`src/rtl/q_pkg.sv`:
```
// Shared types and constants for the Q-learning TD(0) update unit.
// Holds datapath widths, the Q-value ceiling and the update FSM state enum.
// Imported by q_td_calc and q_update_unit.
package q_pkg;

  localparam int Q_W   = 18;  // Q-value width (unsigned)
  localparam int ACT_W = 4;   // action index width
  localparam int TD_W  = 20;  // signed width of target / delta

  localparam logic [Q_W-1:0] Q_MAX = 18'h3FFFF;

  typedef enum logic [2:0] {
    IDLE = 3'd0,
    RD   = 3'd1,
    WT   = 3'd2,
    CALC = 3'd3,
    WR   = 3'd4
  } upd_state_e;

endpackage

```
`src/rtl/q_td_calc.sv`:
```
// TD(0) arithmetic: gq = gamma*maxq >> GAMMA_W, target, delta, alpha shift, clamp to [0, Q_MAX].
// Latency: purely combinational, no state.
// Backpressure: none; the caller samples q_new_o when it needs it.
// Ports: reward_i (signed r), max_q_i, gamma_i, terminal_i, q_old_i -> q_new_o (clamped).
// Build option: Q_UPD_ROUND_EN selects round-half-up on the alpha shift instead of floor.
module q_td_calc
  import q_pkg::*;
#(
  parameter int ALPHA_SHIFT = 2,
  parameter int GAMMA_W     = 8
) (
  input  logic signed [Q_W-1:0]     reward_i,
  input  logic        [Q_W-1:0]     max_q_i,
  input  logic        [GAMMA_W-1:0] gamma_i,
  input  logic                      terminal_i,
  input  logic        [Q_W-1:0]     q_old_i,
  output logic        [Q_W-1:0]     q_new_o
);

  localparam int PROD_W = Q_W + GAMMA_W;

  logic        [PROD_W-1:0] prod;
  logic        [Q_W-1:0]    gq;
  logic signed [TD_W-1:0]   target;
  logic signed [TD_W-1:0]   delta;
  logic signed [TD_W:0]     delta_x;
  logic signed [TD_W:0]     step;
  logic signed [TD_W:0]     q_sum;

  assign prod = PROD_W'(max_q_i) * PROD_W'(gamma_i);
  // Discarding the GAMMA_W fraction bits truncates; the result always fits in Q_W bits.
  assign gq   = Q_W'(prod >> GAMMA_W);

  assign target = terminal_i ? TD_W'(reward_i)
                             : TD_W'(reward_i) + $signed(TD_W'(gq));
  // target in [-2^17, 2^17-1 + 2^18-1], q_old in [0, 2^18-1]: delta fits in 20 signed bits.
  assign delta  = target - $signed(TD_W'(q_old_i));

`ifdef Q_UPD_ROUND_EN
  localparam int RND = 1 << (ALPHA_SHIFT - 1);
  // Extra bit so the rounding bias can never overflow before the shift.
  assign delta_x = (TD_W+1)'(delta) + (TD_W+1)'(RND);
`else
  assign delta_x = (TD_W+1)'(delta);
`endif

  assign step  = delta_x >>> ALPHA_SHIFT;
  assign q_sum = $signed({3'b000, q_old_i}) + step;

  // Saturate at both ends; wrap-around would corrupt the table.
  always_comb begin
    q_new_o = q_sum[Q_W-1:0];
    if (q_sum < 0) begin
      q_new_o = '0;
    end else if (q_sum > $signed({3'b000, Q_MAX})) begin
      q_new_o = Q_MAX;
    end
  end

endmodule

```
`src/rtl/q_update_unit.sv`:
```
// Q-table TD(0) updater: read Q(s,a), apply r + gamma*maxQ(s') update, write back.
// Latency: transfer at edge T -> read in cycle T+1, write + done in T+4, ready again in T+5.
// Backpressure: upd_ready_o is high only in IDLE; valid while busy is ignored, no capture.
// Ports: upd_valid_i/upd_ready_o request handshake with state_i, action_i, reward_i, max_q_i,
//        terminal_i, gamma_i; Q-table side q_rd_en_o, q_addr_o, q_rd_data_i (1-cycle latency),
//        q_wr_en_o, q_wr_data_o; done_o pulses with the write.
// Build option: Q_UPD_ROUND_EN (see q_td_calc) selects rounded alpha shift.
module q_update_unit
  import q_pkg::*;
#(
  parameter int SW          = 15,
  parameter int ALPHA_SHIFT = 2,
  parameter int GAMMA_W     = 8
) (
  input  logic                    clk,
  input  logic                    rst_n,
  input  logic                    upd_valid_i,
  output logic                    upd_ready_o,
  input  logic [SW-1:0]           state_i,
  input  logic [ACT_W-1:0]        action_i,
  input  logic signed [Q_W-1:0]   reward_i,
  input  logic [Q_W-1:0]          max_q_i,
  input  logic                    terminal_i,
  input  logic [GAMMA_W-1:0]      gamma_i,
  output logic                    q_rd_en_o,
  output logic [SW+ACT_W-1:0]     q_addr_o,
  input  logic [Q_W-1:0]          q_rd_data_i,
  output logic                    q_wr_en_o,
  output logic [Q_W-1:0]          q_wr_data_o,
  output logic                    done_o
);

  upd_state_e state_q, state_d;

  logic [SW-1:0]         st_q;
  logic [ACT_W-1:0]      act_q;
  logic signed [Q_W-1:0] reward_q;
  logic [Q_W-1:0]        max_q_q;
  logic                  terminal_q;
  logic [GAMMA_W-1:0]    gamma_q;
  logic [Q_W-1:0]        q_old_q;
  logic [Q_W-1:0]        q_new_q;
  logic [Q_W-1:0]        q_new_w;
  logic                  xfer;

  assign xfer = upd_valid_i && upd_ready_o;

  // State register
  always_ff @(posedge clk or negedge rst_n) begin
    if (!rst_n) begin
      state_q <= IDLE;
    end else begin
      state_q <= state_d;
    end
  end

  // Next-state logic
  always_comb begin
    state_d = state_q;
    case (state_q)
      IDLE:    if (upd_valid_i) state_d = RD;
      RD:      state_d = WT;
      WT:      state_d = CALC;
      CALC:    state_d = WR;
      WR:      state_d = IDLE;
      default: state_d = IDLE;
    endcase
  end

  // Outputs decoded from state alone, so async reset drops the strobes immediately.
  always_comb begin
    upd_ready_o = (state_q == IDLE);
    q_rd_en_o   = (state_q == RD);
    q_wr_en_o   = (state_q == WR);
    done_o      = (state_q == WR);
  end

  // Request capture and datapath registers
  always_ff @(posedge clk or negedge rst_n) begin
    if (!rst_n) begin
      st_q       <= '0;
      act_q      <= '0;
      reward_q   <= '0;
      max_q_q    <= '0;
      terminal_q <= 1'b0;
      gamma_q    <= '0;
      q_old_q    <= '0;
      q_new_q    <= '0;
    end else begin
      if (xfer) begin
        st_q       <= state_i;
        act_q      <= action_i;
        reward_q   <= reward_i;
        max_q_q    <= max_q_i;
        terminal_q <= terminal_i;
        gamma_q    <= gamma_i;
      end
      // RAM data is valid in the cycle after the read strobe, i.e. while in WT.
      if (state_q == WT) begin
        q_old_q <= q_rd_data_i;
      end
      if (state_q == CALC) begin
        q_new_q <= q_new_w;
      end
    end
  end

  q_td_calc #(
    .ALPHA_SHIFT (ALPHA_SHIFT),
    .GAMMA_W     (GAMMA_W)
  ) u_td_calc (
    .reward_i   (reward_q),
    .max_q_i    (max_q_q),
    .gamma_i    (gamma_q),
    .terminal_i (terminal_q),
    .q_old_i    (q_old_q),
    .q_new_o    (q_new_w)
  );

  // Address comes straight from the captured request, so it is stable RD..WR.
  assign q_addr_o    = {st_q, act_q};
  assign q_wr_data_o = q_new_q;

endmodule

```
`config.mk`:
```
export PLATFORM = sky130hd
export DESIGN_NAME = q_update_unit
export DESIGN_NICKNAME = d
export VERILOG_FILES = /design/src/rtl/q_pkg.sv /design/src/rtl/q_td_calc.sv /design/src/rtl/q_update_unit.sv
export SDC_FILE = /design/constraint.sdc
export NUM_CORES = 1
export LEC_CHECK = 0
export ABC_CLOCK_PERIOD_IN_PS = 11200
export CAP_MARGIN = 25
export CORE_MARGIN = 5
export CORE_UTILIZATION = 53
export CTS_BUF_LIST = sky130_fd_sc_hd__clkbuf_4
export CTS_CLUSTER_DIAMETER = 100
export DETAILED_ROUTE_END_ITERATION = 6
export PLACE_DENSITY = 0.76
export REMOVE_ABC_BUFFERS = 1
export SYNTH_ARGS = -nofsm -noshare
export SYNTH_HDL_FRONTEND = slang
export SYNTH_HIERARCHICAL = 1
export SYNTH_SLANG_ARGS = --single-unit
```
`constraint.sdc`:
```
create_clock -name clk -period 11.2 [get_ports clk]
set_input_delay 2.24 -clock clk [delete_from_list [all_inputs] [get_ports clk]]
set_output_delay 2.24 -clock clk [all_outputs]
set_load 0.005 [all_outputs]
```
==> results of run 1 <==
per-layer routing:
metal	global-route usage (%)	share of wire, %	vias to the layer above
li1	-	-	3877
met1	25.7	45	3989
met2	33.9	50	118
met3	2.81	3.7	17
met4	5.34	1.2	0
met5	0	0	-
cells by family (layout without fill, tap and decap cells):
group	after synthesis	in the layout	synth area share [%]
AO/OA/AOI/OAI	178	178	10.5
XOR/XNOR	65	65	5.24
adder cells (fa/ha/maj)	197	197	28.5
buffers and inverters	182	304	7.45
flip-flops	103	103	23.0
multiplexers	104	104	12.4
other	0	1	0
AND/OR/NAND/NOR	270	270	13.0
registers in the layout (all words and copies together) (netlist names):
name,cells
act_q,4
gamma_q,8
max_q_q,18
q_old_q,18
q_wr_data_o,18
reward_q,18
st_q,15
state_q,3
terminal_q,1
placed cells by master, fill, tap and decap left out, types with 4 or more instances in the layout:
master             n
nor2_1            35
a211oi_1           7
o31ai_1            5
o21bai_1           7
ha_1             100
nand2b_1           7
and2_1           105
dfrtp_2            8
nor2b_1           12
dfrtp_1           94
nand2_1           69
xnor2_1           35
nand3_1            6
mux2_4            60
and3_1             6
a31oi_1            6
mux2_2            41
o21a_1            11
o21ai_0           49
o211ai_1           7
a21o_1            12
a21oi_1           44
buf_4              9
clkbuf_4          11
inv_1            153
nor3_1             9
nand4_1            4
fa_1              97
clkdlybuf4s50_1  124
xor2_1            29
area by class of cell:
class                           count  share of cell area [%]
Tap cell                          275                    2.69
Clock buffer                       11                   0.645
Inverter                          153                    4.48
Sequential cell                   103                    20.2
Antenna cell                        1                  0.0195
Clock inverter                      5                   0.322
Multi-Input combinational cell    814                    61.0
Timing Repair Buffer              135                    10.6
critical path: cells and delay by family, from the launching register on:
family / cells / cell delay (ps)
AO/OA/AOI/OAI: 18 / 4020
adder cells (fa/ha/maj): 8 / 3320
AND/OR/NAND/NOR: 5 / 1220
flip-flops: 1 / 580
buffers and inverters: 5 / 490
multiplexers: 2 / 430
XOR/XNOR: 2 / 290
worst max path at each step:
stage	startpoint	endpoint	slack, ps	cells after the start
finish	gamma_q[5]$_DFFE_PN0P_	q_wr_data_o[0]$_DFFE_PN0N_	770	40
floorplan	gamma_q[2]$_DFFE_PN0P_	q_wr_data_o[0]$_DFFE_PN0N_	1240	45
CTS	gamma_q[3]$_DFFE_PN0P_	q_wr_data_o[2]$_DFFE_PN0N_	250	46
global placement	gamma_q[2]$_DFFE_PN0P_	q_wr_data_o[2]$_DFFE_PN0N_	670	45
detailed placement	gamma_q[3]$_DFFE_PN0P_	q_wr_data_o[2]$_DFFE_PN0N_	300	45
global route	gamma_q[4]$_DFFE_PN0P_	q_wr_data_o[2]$_DFFE_PN0N_	20	47
metrics by stage:
| stage | cell area, um^2 | worst slack (ps) | hold slack [ps] |
|---|---|---|---|
| 2_1_floorplan | 11000 | 1240 | 504 |
| 3_3_place_gp | 12600 | 674 | 489 |
| 3_5_place_dp | 12600 | 304 | 492 |
| 4_1_cts | 12700 | 249 | 534 |
| 5_1_grt | 12800 | 21.6 | 547 |
| 6_report | 12800 | 767 | 527 |
repair_timing:
action	CTS	global route
buffers inserted	0	4
endpoints found under the setup margin	0	18
endpoints found under the hold margin	0	0
gates resized for setup	0	12
==> summary.md, run 1 <==
| Metric | Value |
|---|---|
| First-pass GRT wire length | `39000 um` |
| Clk slew on worst S/H paths | `170 ps` |
| Unrepaired setup endpoints after global routing | `no` |
| Final Max Tran Viols | `0` |
| Register area share after synthesis | `23.0%` |
| Post-synthesis cell area | `11200 um^2` |
| Hold WC Path Type | `reg -> reg` |
| Clock Skew | `16.0 ps` |
| Num CTS Buffers | `9` |
| Minimum clock period | `10430 ps` |
| Slowest Stage Delay on Critical Path | `630 ps` |
| Mean Syn Cell Area | `10.2 um^2` |
| Worst-Skew Late Latency | `510 ps` |
| DR pass1 iterations | `5` |
| Port bufs | `125` |
| Max-Cap Viols | `0` |
| Area contributors post-synth | `dfrtp_1 (23%), fa_1 (17%), ha_1 (11%), mux2_4 (8.0%), and2_1 (5.9%)` |
| R2R setup slack | `770 ps` |
| Die width | `156 um` |
| Setup TNS | `0 ps` |
| Routed wire length | `22800 um` |
| Final ANT Viol Nets | `0` |
| I/O pin count | `126` |
| H-tree levels | `3` |
| Finished Layout Cells | `1497` |
| Critical Path AT | `10860 ps` |
| CTS tree | `built` |
| Core area | `21000 um^2` |
| Initial Util | `53.6%` |
| Number of global-route vias before repair | `8382` |
| Total gr overflow | `0` |
| Final period util | `93.2%` |
| Worst-path fanout max | `19` |
| Final setup fails | `0` |
| DR vias | `8001` |
| Largest net degree at the start of global routing | `76` |
| Worst EP required | `11620 ps` |
| Netlist cell types | `68` |
| RR Endpoint | `q_wr_data_o[0]$_DFFE_PN0N_` |
| Initial antenna violation count | `1` |
| Tightest Pin Transition | `971 ps` |
| Area grow syn2layout | `14.1%` |
| Number of enable flip-flop cells after synthesis | `0` |
| CTS max path bufs | `2` |
| DP HPWL | `17900 um` |
| Register area | `2590 um^2` |
| Clock tree sinks | `103` |
| Multi-input gate area | `7810 um^2` |
| Hold-fix buffers, CTS | `0` |
| Sink of the worst hold path | `q_wr_data_o[1]$_DFFE_PN0N_` |
| Die area | `24200 um^2` |
| Max Freq | `95.8 MHz` |
| # rows | `53` |
| Slew headroom | `35.3%` |
| Tot GR Track Use | `19.5%` |
| CP Capture Type | `flip-flop` |
| Hold path depth | `1` |
| Synth async-reset ratio | `100%` |
| WL/cell | `15.3 um` |
| Fin. Hold Viols | `0` |
| Die height | `156 um` |
| Critical R2R Launch | `gamma_q[5]$_DFFE_PN0P_` |
| Yosys top cell by area | `dfrtp_1` |
| Yosys reg bits | `103` |
| # DRC | `0` |
| Share of post-route cells with drive strength above 1 | `12.4%` |
| Most common cell in the netlist | `inv_1` |
| Worst path slowest cell | `a2111oi_0` |
| Routability cong. | `0.877` |
| Min-delay src | `q_wr_data_o[1]$_DFFE_PN0N_` |
| CP Class | `reg -> reg` |
| R2r worst-path depth | `40` |
| Share of the synthesized area in the top cell type | `23.0%` |
| Layout Nets | `1498` |
| Final Util | `61.1%` |
| Root Driver | `clkbuf_4` |
| Status | `finished, final reports clean` |
| Via-to-Cell Ratio | `5.34` |
| Type of origin of the critical path | `flip-flop` |
| Ys Warns | `6` |
| Post-synth top cells | `inv_1 (153), and2_1 (105), dfrtp_1 (103)` |
| Cells after DPL | `1475` |
| Initial DRC count | `353` |
| Ys flop type | `dfrtp_1` |
| Gate count after technology mapping | `1099` |
| FILL cells | `1759` |
Power of run 1 is not shown: default switching activity piles up to over one toggle a cycle in this logic, so the estimate is an artifact.
==> inputs of run 2 (changes only) <==
--- a/config.mk
+++ b/config.mk
@@ -5,14 +5,14 @@
 export SDC_FILE = /design/constraint.sdc
 export NUM_CORES = 1
 export LEC_CHECK = 0
-export ABC_CLOCK_PERIOD_IN_PS = 11200
+export ABC_CLOCK_PERIOD_IN_PS = 10600
 export CAP_MARGIN = 25
 export CORE_MARGIN = 5
-export CORE_UTILIZATION = 53
+export CORE_UTILIZATION = 45
 export CTS_BUF_LIST = sky130_fd_sc_hd__clkbuf_4
 export CTS_CLUSTER_DIAMETER = 100
 export DETAILED_ROUTE_END_ITERATION = 6
-export PLACE_DENSITY = 0.76
+export PLACE_DENSITY = 0.66
 export REMOVE_ABC_BUFFERS = 1
 export SYNTH_ARGS = -nofsm -noshare
 export SYNTH_HDL_FRONTEND = slang
==> constraint.sdc (replaced) <==
create_clock -name clk -period 10.6 [get_ports clk]
set_input_delay 2.12 -clock clk [delete_from_list [all_inputs] [get_ports clk]]
set_output_delay 2.12 -clock clk [all_outputs]
set_load 0.005 [all_outputs]
==> summary.md, run 2 (synthesized netlist as in run 1, its figures left out) <==
| Metric | Value |
|---|---|
| DR vias | `8107 (+1.3%)` |
| Critical path depth | `40 (unchanged)` |
| Final hold slack | `532 ps (+4.56 ps)` |
| Worst-path fanout max | `12 (-7)` |
| Root Driver | `clkbuf_4` |
| Largest net degree at the start of global routing | `74 (-2.6%)` |
| Die width | `168 um (+8.0%)` |
| Layout Nets | `1518 (+1.3%)` |
| Core area | `24500 um^2 (+17%)` |
| Final setup fails | `0 (unchanged)` |
| DP HPWL | `18800 um (+4.6%)` |
| Clock tree sinks | `103 (unchanged)` |
| Multi-input gate area | `7880 um^2 (+0.88%)` |
| Max-Cap Viols | `0 (unchanged)` |
| Tightest Pin Transition | `1040 ps (+67.4 ps)` |
| Buf/Inv on CP | `6 (+1)` |
| Worst-Skew Late Latency | `510 ps (about the same)` |
| R2r worst-path depth | `40 (unchanged)` |
| Critical Path AT | `10530 ps (-330 ps)` |
| CTS max path bufs | `2 (unchanged)` |
| # rows | `57 (+7.5%)` |
| Via-to-Cell Ratio | `5.18 (-3.1%)` |
| Placement Cell Area | `12700 um^2 (+1.0%)` |
| FILL cells | `2238 (+27%)` |
| H-tree levels | `3 (unchanged)` |
| Tot GR Track Use | `17.0% (-2.5 points)` |
| Routed wire length | `24200 um (+6.0%)` |
| Share of post-route cells with drive strength above 1 | `14.7% (+2.2 points)` |
| Port bufs | `125 (unchanged)` |
| Final period util | `95.5% (+2.4 points)` |
| Worst path slowest cell | `fa_1` |
| Most frequent cells in the layout | `inv_1 (153), clkdlybuf4s50_1 (124), and2_1 (105)` |
| Initial DRC count | `316 (-10%)` |
| Most common cell after layout, fill and taps aside | `inv_1` |
| Final ANT Viol Nets | `0 (unchanged)` |
| Num CTS Buffers | `9 (unchanged)` |
| Clk slew on worst S/H paths | `200 ps (+30 ps)` |
| Die height | `168 um (+8.0%)` |
| Final Cell Area | `13100 um^2 (+2.3%)` |
| Max Freq | `98.7 MHz (+3.0%)` |
| CTS tree | `built` |
| Finished Layout Cells | `1566 (+4.6%)` |
| Hold WC Path Type | `reg -> reg` |
| Cells after DPL | `1533 (+3.9%)` |
| Crit path launch | `gamma_q[2]$_DFFE_PN0P_` |
| Setup crit end | `q_wr_data_o[10]$_DFFE_PN0N_` |
| Crit-path leading delay family | `adder cells` |
| Fin. Hold Viols | `0 (unchanged)` |
| Slowest Stage Delay on Critical Path | `520 ps (-110 ps)` |
| First-pass GRT wire length | `40100 um (+2.9%)` |
| CP Class | `reg -> reg` |
| RR Endpoint | `q_wr_data_o[10]$_DFFE_PN0N_` |
| WL/cell | `15.5 um (+1.3%)` |
| Status | `finished, final reports clean` |
| Clock Skew | `29.9 ps (+13.9 ps)` |
| Critical R2R Launch | `gamma_q[2]$_DFFE_PN0P_` |
| Initial Util | `45.9% (-7.7 points)` |
| Initial antenna violation count | `1 (unchanged)` |
| Routability cong. | `0.834 (-4.9%)` |
| Total gr overflow | `0 (unchanged)` |
| Area grow syn2layout | `16.7%` |
| Final Util | `53.6% (-7.6 points)` |
| Register area | `2580 um^2 (-0.24%)` |
| R2R setup slack | `470 ps (-290 ps)` |
| Worst EP required | `11000 ps (-620 ps)` |
| Hold-fix buffers, CTS | `0 (unchanged)` |
| Minimum clock period | `10130 ps (-305 ps)` |
| Number of global-route vias before repair | `8351 (-0.37%)` |
| I/O pin count | `126 (unchanged)` |
| DR pass1 iterations | `5 (unchanged)` |
| Die area | `28200 um^2 (+17%)` |
| Slew headroom | `30.8% (-4.5 points)` |
| # DRC | `0 (unchanged)` |
| Type of origin of the critical path | `flip-flop` |
| CP Capture Type | `flip-flop` |
| Final Max Tran Viols | `0 (unchanged)` |
[run 2: timing repair]
action,CTS,global route
endpoints found under the setup margin,17,18
pin swaps,0,15
gates cloned,0,2
endpoints found under the hold margin,0,0
buffers inserted,0,12
resized for setup,4,31
[run 2: worst min-delay path by stage]
stage                                     from                         end  slack, ps  depth (start not counted)
floorplan           q_wr_data_o[0]$_DFFE_PN0N_  q_wr_data_o[0]$_DFFE_PN0N_        500                          1
global placement          st_q[10]$_DFFE_PN0P_        st_q[10]$_DFFE_PN0P_        490                          1
detailed placement        act_q[0]$_DFFE_PN0P_        act_q[0]$_DFFE_PN0P_        490                          1
CTS                 q_wr_data_o[2]$_DFFE_PN0N_  q_wr_data_o[2]$_DFFE_PN0N_        540                          1
global route               st_q[2]$_DFFE_PN0P_         st_q[2]$_DFFE_PN0P_        550                          1
finish                     st_q[4]$_DFFE_PN0P_         st_q[4]$_DFFE_PN0P_        530                          1
[run 2: final cells by class]
type,count,share of cell area (%)
antenna,1,0.0191
clock buffer,9,0.516
clock inverter,7,0.602
inverter,153,4.38
multi-input combinational,814,60.2
sequential,103,19.7
tap,324,3.09
timing repair buffer,155,11.5
[run 2: stage by stage]
stage | TNS [ps] | worst slack, ps
6_report | 0 | 472
5_1_grt | -920 | -87.6
4_1_cts | 0 | 7.07
3_5_place_dp | -3270 | -215
3_3_place_gp | 0 | 12.6
2_1_floorplan | 0 | 643
[run 2: metal layers]
layer / share of wire, % / track usage (%)
met5: 0 / 0
met3: 3.9 / 3.35
met1: 46 / 23.4
met4: 0.67 / 2.22
met2: 49 / 28.8
Power of run 2 is left out for the same reason.
